==> config.mk <==
export PLATFORM = sky130hd
export DESIGN_NAME = adc_capture
export DESIGN_NICKNAME = d
export VERILOG_FILES = /design/src/rtl/adc_capture.sv
export SDC_FILE = /design/constraint.sdc
export NUM_CORES = 1
export LEC_CHECK = 0
export ABC_CLOCK_PERIOD_IN_PS = 8700
export BUFFER_PORTS_ARGS = -buffer_cell sky130_fd_sc_hd__buf_4
export CAP_MARGIN = 30
export CORE_MARGIN = 4
export CORE_UTILIZATION = 40
export CTS_CLUSTER_SIZE = 12
export DETAILED_ROUTE_END_ITERATION = 10
export GPL_TIMING_DRIVEN = 0
export SYNTH_ARGS = -nofsm -noshare
export SYNTH_HDL_FRONTEND = slang
export SYNTH_SLANG_ARGS = --single-unit
export TNS_END_PERCENT = 50
==> constraint.sdc <==
create_clock -name clk -period 8.7 [get_ports clk]
set_input_delay 1.305 -clock clk [delete_from_list [all_inputs] [get_ports clk]]
set_output_delay 1.305 -clock clk [all_outputs]
set_load 0.05 [all_outputs]
==> src/rtl/adc_capture.sv <==
// Purpose : triggered single-shot waveform capture of the ADC bus into a 64 x 8 buffer,
//           with arming, level/immediate trigger, decimation and min/max tracking.
// Latency : pin to buffer write is 1 clock; rd_data returns 1 clock after rd_addr.
// Flow    : no backpressure; adc_data is consumed every clock, capture is one-shot.
// Ports   : clk/reset (async, active-high); adc_data sample in; arm/abort control pulses;
//           trig_mode/trig_level/decim capture setup; rd_addr/rd_data readout port;
//           busy/done status; s_min/s_max stored-sample extremes of the last capture.
module adc_capture #(
    parameter int DATA_W = 8,
    parameter int ADDR_W = 6,
    parameter int DEC_W  = 4
) (
    input  logic              clk,
    input  logic              reset,
    input  logic [DATA_W-1:0] adc_data,
    input  logic              arm,
    input  logic              abort,
    input  logic              trig_mode,
    input  logic [DATA_W-1:0] trig_level,
    input  logic [DEC_W-1:0]  decim,
    input  logic [ADDR_W-1:0] rd_addr,
    output logic [DATA_W-1:0] rd_data,
    output logic              busy,
    output logic              done,
    output logic [DATA_W-1:0] s_min,
    output logic [DATA_W-1:0] s_max
);

    localparam int DEPTH = 2**ADDR_W;

    localparam logic [1:0] ST_IDLE    = 2'd0;
    localparam logic [1:0] ST_ARMED   = 2'd1;
    localparam logic [1:0] ST_CAPTURE = 2'd2;
    localparam logic [1:0] ST_DONE    = 2'd3;

    logic [1:0]        state_q, state_d;
    logic [DATA_W-1:0] adc_q, adc_p_q;
    logic [ADDR_W-1:0] wptr_q, wptr_d;
    logic [DEC_W-1:0]  dcnt_q, dcnt_d;
    logic [DEC_W-1:0]  dec_q, dec_d;
    logic              mode_q, mode_d;
    logic [DATA_W-1:0] min_q, min_d;
    logic [DATA_W-1:0] max_q, max_d;
    logic              busy_q, done_q;
    logic [DATA_W-1:0] rd_q;

    logic              trig;
    logic              we;
    logic [ADDR_W-1:0] waddr;

    logic [DATA_W-1:0] mem [DEPTH];

    always_comb begin
        state_d = state_q;
        wptr_d  = wptr_q;
        dcnt_d  = dcnt_q;
        dec_d   = dec_q;
        mode_d  = mode_q;
        min_d   = min_q;
        max_d   = max_q;
        we      = 1'b0;
        waddr   = wptr_q;
        // Immediate mode fires on the first armed cycle; level mode needs an
        // upward crossing between the two most recent samples.
        trig    = mode_q || ((adc_p_q < trig_level) && (adc_q >= trig_level));

        case (state_q)
            ST_IDLE, ST_DONE: begin
                if (arm) begin
                    state_d = ST_ARMED;
                    dec_d   = decim;
                    mode_d  = trig_mode;
                end
            end
            ST_ARMED: begin
                // abort has priority over a coincident trigger: nothing is written.
                if (abort) begin
                    state_d = ST_IDLE;
                end else if (trig) begin
                    we      = 1'b1;
                    waddr   = '0;
                    min_d   = adc_q;
                    max_d   = adc_q;
                    wptr_d  = ADDR_W'(1);
                    dcnt_d  = dec_q;
                    state_d = ST_CAPTURE;
                end
            end
            ST_CAPTURE: begin
                if (abort) begin
                    state_d = ST_IDLE;
                end else if (dcnt_q == '0) begin
                    we     = 1'b1;
                    waddr  = wptr_q;
                    if (adc_q < min_q) min_d = adc_q;
                    if (adc_q > max_q) max_d = adc_q;
                    wptr_d = wptr_q + 1'b1;
                    dcnt_d = dec_q;
                    // Last slot written: stop rather than wrap.
                    if (wptr_q == ADDR_W'(DEPTH - 1)) state_d = ST_DONE;
                end else begin
                    dcnt_d = dcnt_q - 1'b1;
                end
            end
            default: state_d = ST_IDLE;
        endcase
    end

    always_ff @(posedge clk or posedge reset) begin
        if (reset) begin
            state_q <= ST_IDLE;
            adc_q   <= '0;
            adc_p_q <= '0;
            wptr_q  <= '0;
            dcnt_q  <= '0;
            dec_q   <= '0;
            mode_q  <= 1'b0;
            min_q   <= '0;
            max_q   <= '0;
            busy_q  <= 1'b0;
            done_q  <= 1'b0;
            rd_q    <= '0;
        end else begin
            state_q <= state_d;
            adc_q   <= adc_data;
            adc_p_q <= adc_q;
            wptr_q  <= wptr_d;
            dcnt_q  <= dcnt_d;
            dec_q   <= dec_d;
            mode_q  <= mode_d;
            min_q   <= min_d;
            max_q   <= max_d;
            // Status flops follow the next state so they line up with state_q.
            busy_q  <= (state_d == ST_ARMED) || (state_d == ST_CAPTURE);
            done_q  <= (state_d == ST_DONE);
            // Read-before-write: a same-address write this edge is not visible yet.
            rd_q    <= mem[rd_addr];
        end
    end

    // Storage array kept free of reset so it maps onto block RAM.
    always_ff @(posedge clk) begin
        if (we) mem[waddr] <= adc_q;
    end

    assign rd_data = rd_q;
    assign busy    = busy_q;
    assign done    = done_q;
    assign s_min   = min_q;
    assign s_max   = max_q;

endmodule
==> impl_metrics.toml, run 1 <==
[clocking]
clock_latency_ns = 0.62
cts.htree.levels = 2
clk_pin_slew_ns = 0.06
cts_tree = "done"
numCtsBuffers = 58
hold_buffers = 0
cts_setup_buffers = 0
cts.sink_count = 571
clk_path_buf_depth = 3
cts_resized = 0
cts_root_buffer = "clkbuf_16"

[routing]
drt_iter0_markers = 1052
wirelength_mm = 52.7
vias_per_cell = 5.54
drc = 0
first_pass_iters = 5
avgRoutedWirePerCell_um = 25.3
vias = 11600
drtAntennaViolNets = 0

[pwr]
max-vdd-ir-drop_v = 0.000236
power.density_nw_per_um2 = 246
power.total_uw = 6450
p_leak_uw = 0.00859

[final_layout]
syn_to_final_growth_pct = 14.7
drive_above_1_share = 0.256
regArea_um2 = 16900
fin_cells = 2086
antenna_cells = 0
multi_input_area_um2 = 5650
final_cell_area_um2 = 26200
final_util = 0.464
num-fill-cells = 4727
nets = 1351

[worst_hold_path]
hold_depth = 1
holdPathEnd = "dec_q[1]"
hp-class = "flop to flop"
holdCritStartpoint = "dec_q[1]"

[global_route]
busiest_layer = "met2"
grt_use_met3 = 0.0334
met1_usage = 0.244
grt-ovfl-total = 0
antenna_found_initial = 1
gr-usage-met2 = 0.282
grt_max_degree = 60
grt_first_pass_wirelength_mm = 78.1
grt_usage = 0.175
grt_pass1_vias = 12000

[synth]
ys_ff_latch = 571
async_reset_ff_frac = 0.103
seq_area_frac_synth = 0.737
netlist_instances = 1161
ys_top_cells_by_count = "edfxtp_1, mux4_2, dfrtp_1"
syn_area_per_cell_um2 = 19.7
syn-num-nets = 1227
synth_most_common_cell = "edfxtp_1"
synthFlopType = "edfxtp_1"
syn-cell-area_um2 = 22900
ys.warnings.count = 0
synth.top_cell.area_share = 0.672
synth_cell_types = 55
synth_area_leaders = "edfxtp_1, mux4_2, dfrtp_1"
synth_edf_count = 512
synth_top_area_cell = "edfxtp_1"

[place]
place_hpwl_mm = 34.8
gp_congestion = 0.813
dpl.cell_count = 1980
port_buffers = 52
placed_area_um2 = 24400

[timing]
fmax_ghz = 0.231
fin_setup_tns_ns = 0
tightest_slew_ns = 0.938
hold_viol_final = 0
setup_viol = 0
slew_headroom = 0.372
fin_crit_sh = 0.498
timing.final.crit_period_ns = 4.34
slew_viol_final = 0
rsz0062_at_grt = "no"
clock_skew_ns = 0.0332

[worst_setup_path]
r2r-end = "mem[40][1]"
cp-end-kind = "flop"
reg2regPathDepth = 9
critPathSlowestCell = "dfrtp_2"
critPathArrivalTime_ns = 4.58
crit_chain = "buf_12, ha_1, a211oi_1, o21ai_0, a21oi_1, or4_1, nand4_1, buf_2, nor2_1"
path_buf_inv = 2
start_kind = "flop"
cp.required_ns = 8.94
cpPeakStageDelay_ns = 0.78
crit_family = "simple AND/OR/NAND/NOR gates"
rr_startpoint = "adc_q[7]"
cp_max_fo = 41
r2r_slack_ns = 4.36
path_class = "flop to flop"

[die]
dieWidth_um = 247
row_count = 87
core_region_area_um2 = 56500
io_pins = 57
initial_core_util = 0.405
die_h_um = 247
dieArea_um2 = 61000

[flow_run]
maxCapViolations = 0

[run_status]
status = "finished clean"
[stage by stage]
step / worst slack, ns / hold slack (ns)
after floorplan: 4.97 / 0.479
after global placement: 3.11 / 0.498
after detailed placement: 3.86 / 0.497
after CTS: 4.27 / 0.511
after global routing: 4.08 / 0.521
final: 4.36 / 0.505
[routing by layer]
metal,wire length (um),up-vias
met3,3440,73
met2,25400,407
met1,22500,6074
met4,1410,0
li1,-,5006
met5,0,-
[area by class of cell]
cell class / instances / share of cell area
flip-flops and latches: 571 / 0.643
multi-input cells: 502 / 0.215
clock buffers: 91 / 0.0628
well taps: 756 / 0.0361
repair buffers: 64 / 0.0229
plain buffers: 56 / 0.00940
clock inverters: 14 / 0.00601
inverters: 32 / 0.00468
[how the worst max path moves through the flow]
stage,endpoint,cells past startpoint,startpoint,slack [ns]
after floorplan,mem[63][0],10,trig_level[7],4.97
after global placement,mem[40][3],8,adc_q[2],3.11
after detailed placement,mem[40][3],10,trig_level[7],3.86
after CTS,mem[40][5],9,adc_q[7],4.27
after global routing,mem[40][5],9,adc_q[7],4.08
final,mem[40][1],9,adc_q[7],4.36
[sequential cells by signal, summed over array words and instances, names as in the netlist]
register and count:
wptr_q 6, busy 1, dec_q 4, done 1, dcnt_q 4, s_max 8
state_q 2, adc_p_q 8, mode_q 1, s_min 8, mem 512, adc_q 8
rd_data 8
[power breakdown]
part	total, uW	leakage, uW	switching [uW]	internal, uW
sequential	3160	0.00530	80.5	3080
clock	2390	0.000875	1010	1380
combinational	910	0.00241	561	349
total	6450	0.00859	1650	4810
[cells by family after synthesis]
family          count (synthesis)  share of synthesized area
simple gates                  167                     0.0373
fa+ha+maj                      35                     0.0192
compound gates                110                     0.0342
mux                           190                      0.156
buf+inv                        88                     0.0160
flops                         571                      0.737
[cells in the final DEF (no fill, tap or decap), types with 8 or more instances in the layout]
cell       count
nand2_1       31
mux4_2       129
nor2_1        56
dfrtp_2        8
o21ai_0       31
edfxtp_1     512
ha_1          35
buf_4         54
buf_2         17
a221oi_1      24
nor2_2        21
mux2i_1       39
clkbuf_16     59
clkbuf_1      59
mux2_1         8
dfrtp_1       51
inv_1         30
a21oi_1       15
nand3_1       14
mux2_4         8
(Power assumes the default switching activity.)
==> inputs of run 2 (changes only) <==
--- a/config.mk
+++ b/config.mk
@@ -5,7 +5,7 @@
 export SDC_FILE = /design/constraint.sdc
 export NUM_CORES = 1
 export LEC_CHECK = 0
-export ABC_CLOCK_PERIOD_IN_PS = 8700
+export ABC_CLOCK_PERIOD_IN_PS = 4200
 export BUFFER_PORTS_ARGS = -buffer_cell sky130_fd_sc_hd__buf_4
 export CAP_MARGIN = 30
 export CORE_MARGIN = 4
==> constraint.sdc (replaced) <==
create_clock -name clk -period 4.2 [get_ports clk]
set_input_delay 0.63 -clock clk [delete_from_list [all_inputs] [get_ports clk]]
set_output_delay 0.63 -clock clk [all_outputs]
set_load 0.05 [all_outputs]
==> run 2 against run 1 <==
Die area unchanged. Combinational power increased by 110%. Largest cell class unchanged. Global-route usage about the same. Worst setup slack got worse by 4.0 ns. Routed wire length about the same. Sequential cell count unchanged. Largest power group unchanged. Sequential share of layout area decreased by 0.15 points. Count of clock-buffer cells in the layout unchanged. Non-clock buffer count increased by 1. Clock skew increased by 0.0030 ns. Critical path type unchanged. Design area increased by 0.25%.
==> impl_metrics.toml, run 2 (synthesized netlist as in run 1, its figures left out) <==
[run_status]
status = "finished clean"

[global_route]
grt_max_degree = 60
grt-ovfl-total = 0
grt_pass1_vias = 12000
grt_usage = 0.175
antenna_found_initial = 1
grt_first_pass_wirelength_mm = 78.1

[pwr]
power.total_uw = 13400
max-vdd-ir-drop_v = 0.000488
power.density_nw_per_um2 = 509
p_leak_uw = 0.00859

[timing]
slew_headroom = 0.363
fin_crit_sh = 0.913
timing.final.crit_period_ns = 3.84
tightest_slew_ns = 0.952
setup_viol = 0
fmax_ghz = 0.261
slew_viol_final = 0
whs_ns = 0.127
hold_viol_final = 0
rsz0062_at_grt = "no"
clock_skew_ns = 0.0362

[die]
dieWidth_um = 247
die_h_um = 247
core_region_area_um2 = 56500
initial_core_util = 0.405
io_pins = 57
row_count = 87
dieArea_um2 = 61000

[worst_hold_path]
hp-class = "input port to flop"

[clocking]
clock_latency_ns = 0.63
numCtsBuffers = 58
cts_tree = "done"
cts.sink_count = 571
cts.htree.levels = 2
clk_path_buf_depth = 3
clk_pin_slew_ns = 0.06
hold_buffers = 0
cts_root_buffer = "clkbuf_16"

[final_layout]
syn_to_final_growth_pct = 15.0
largest_reg_flops = 512
num-fill-cells = 4722
final_cell_area_um2 = 26300
antenna_cells = 0
final_common_cell = "edfxtp_1"
nets = 1352
final_util = 0.465
fin_cells = 2087
layout_common_cells = "edfxtp_1, mux4_2, clkbuf_1, clkbuf_16, buf_4"
drive_above_1_share = 0.272
regArea_um2 = 16900
multi_input_area_um2 = 5700
max_flop_register = "mem"

[place]
placed_area_um2 = 24400
place_hpwl_mm = 34.8
dpl.cell_count = 1980
port_buffers = 52
gp_congestion = 0.813

[worst_setup_path]
cp.required_ns = 4.45
cp_max_fo = 43
critPathArrivalTime_ns = 4.09
start_kind = "flop"
path_class = "flop to flop"
cp-end-kind = "flop"

[routing]
drtAntennaViolNets = 0
avgRoutedWirePerCell_um = 25.3
first_pass_iters = 5
vias_per_cell = 5.54
wirelength_mm = 52.7
drc = 0
drt_iter0_markers = 990
vias = 11600

[flow_run]
maxCapViolations = 0
run 2: cell count changes in the layout (fill, tap and decap cells not counted):
cell     before  now
nor2_1       56   37
buf_4        54   55
nor2_2       21   40
dfrtp_4       0    1
o41ai_1       3    2
o41ai_2       0    1
dfrtp_2       8    7
run 2: stage by stage:
step	setup TNS, ns	setup WS, ns
2_1_floorplan	0	0.721
3_3_place_gp	-523.12	-1.39
3_5_place_dp	-13.18	-0.225
4_1_cts	-7.89	-0.159
5_1_grt	0	0.0556
6_report	0	0.364
run 2: critical path, stage by stage, from the launching register on:
cell and delay [ns]:
dfrtp_2 0.97, ha_1 0.39, a21oi_1 0.14, o21ai_0 0.08, a21oi_1 0.38, o41ai_2 0.16
or2_1 0.31, clkbuf_1 0.24, buf_2 0.29, nor2_2 0.50
run 2: per-layer routing:
metal | up-vias | GRT usage | wire (um)
li1 | 5001 | - | -
met1 | 6067 | 0.244 | 22600
met2 | 411 | 0.283 | 25500
met3 | 79 | 0.0333 | 3310
met4 | 0 | 0.0517 | 1360
met5 | - | 0 | 0
run 2: repair_timing:
| item | CTS | global route |
|---|---|---|
| pin swaps | 0 | 1 |
| buffers inserted | 0 | 1 |
| resized for setup | 11 | 10 |
| setup endpoints to repair | 139 | 272 |
run 2: where the power goes:
group	leakage [uW]	internal [uW]	total (uW)	switching (uW)
clock	0.000875	2860	4950	2090
combinational	0.00242	723	1890	1170
sequential	0.00530	6370	6540	166
run 2: layout make-up:
class	count	share of cell area
multi-input combinational	502	0.217
buffer	56	0.00938
sequential	571	0.641
clock inverter	14	0.00600
timing repair buffer	65	0.0231
inverter	32	0.00466
clock buffer	91	0.0626
tap	756	0.0360
run 2: worst paths after layout:
check	start	slack [ns]	cells past startpoint	end
min in group asynchronous	reset	0.18	2	adc_p_q[2]
worst min-delay path	adc_data[1]	0.13	1	adc_q[1]
max in group asynchronous	reset	3.39	2	adc_q[3]
worst max-delay path	adc_q[5]	0.36	9	mem[51][0]
worst max register to register	adc_q[5]	0.36	9	mem[51][0]
worst min register to register	dec_q[1]	0.50	1	dec_q[1]
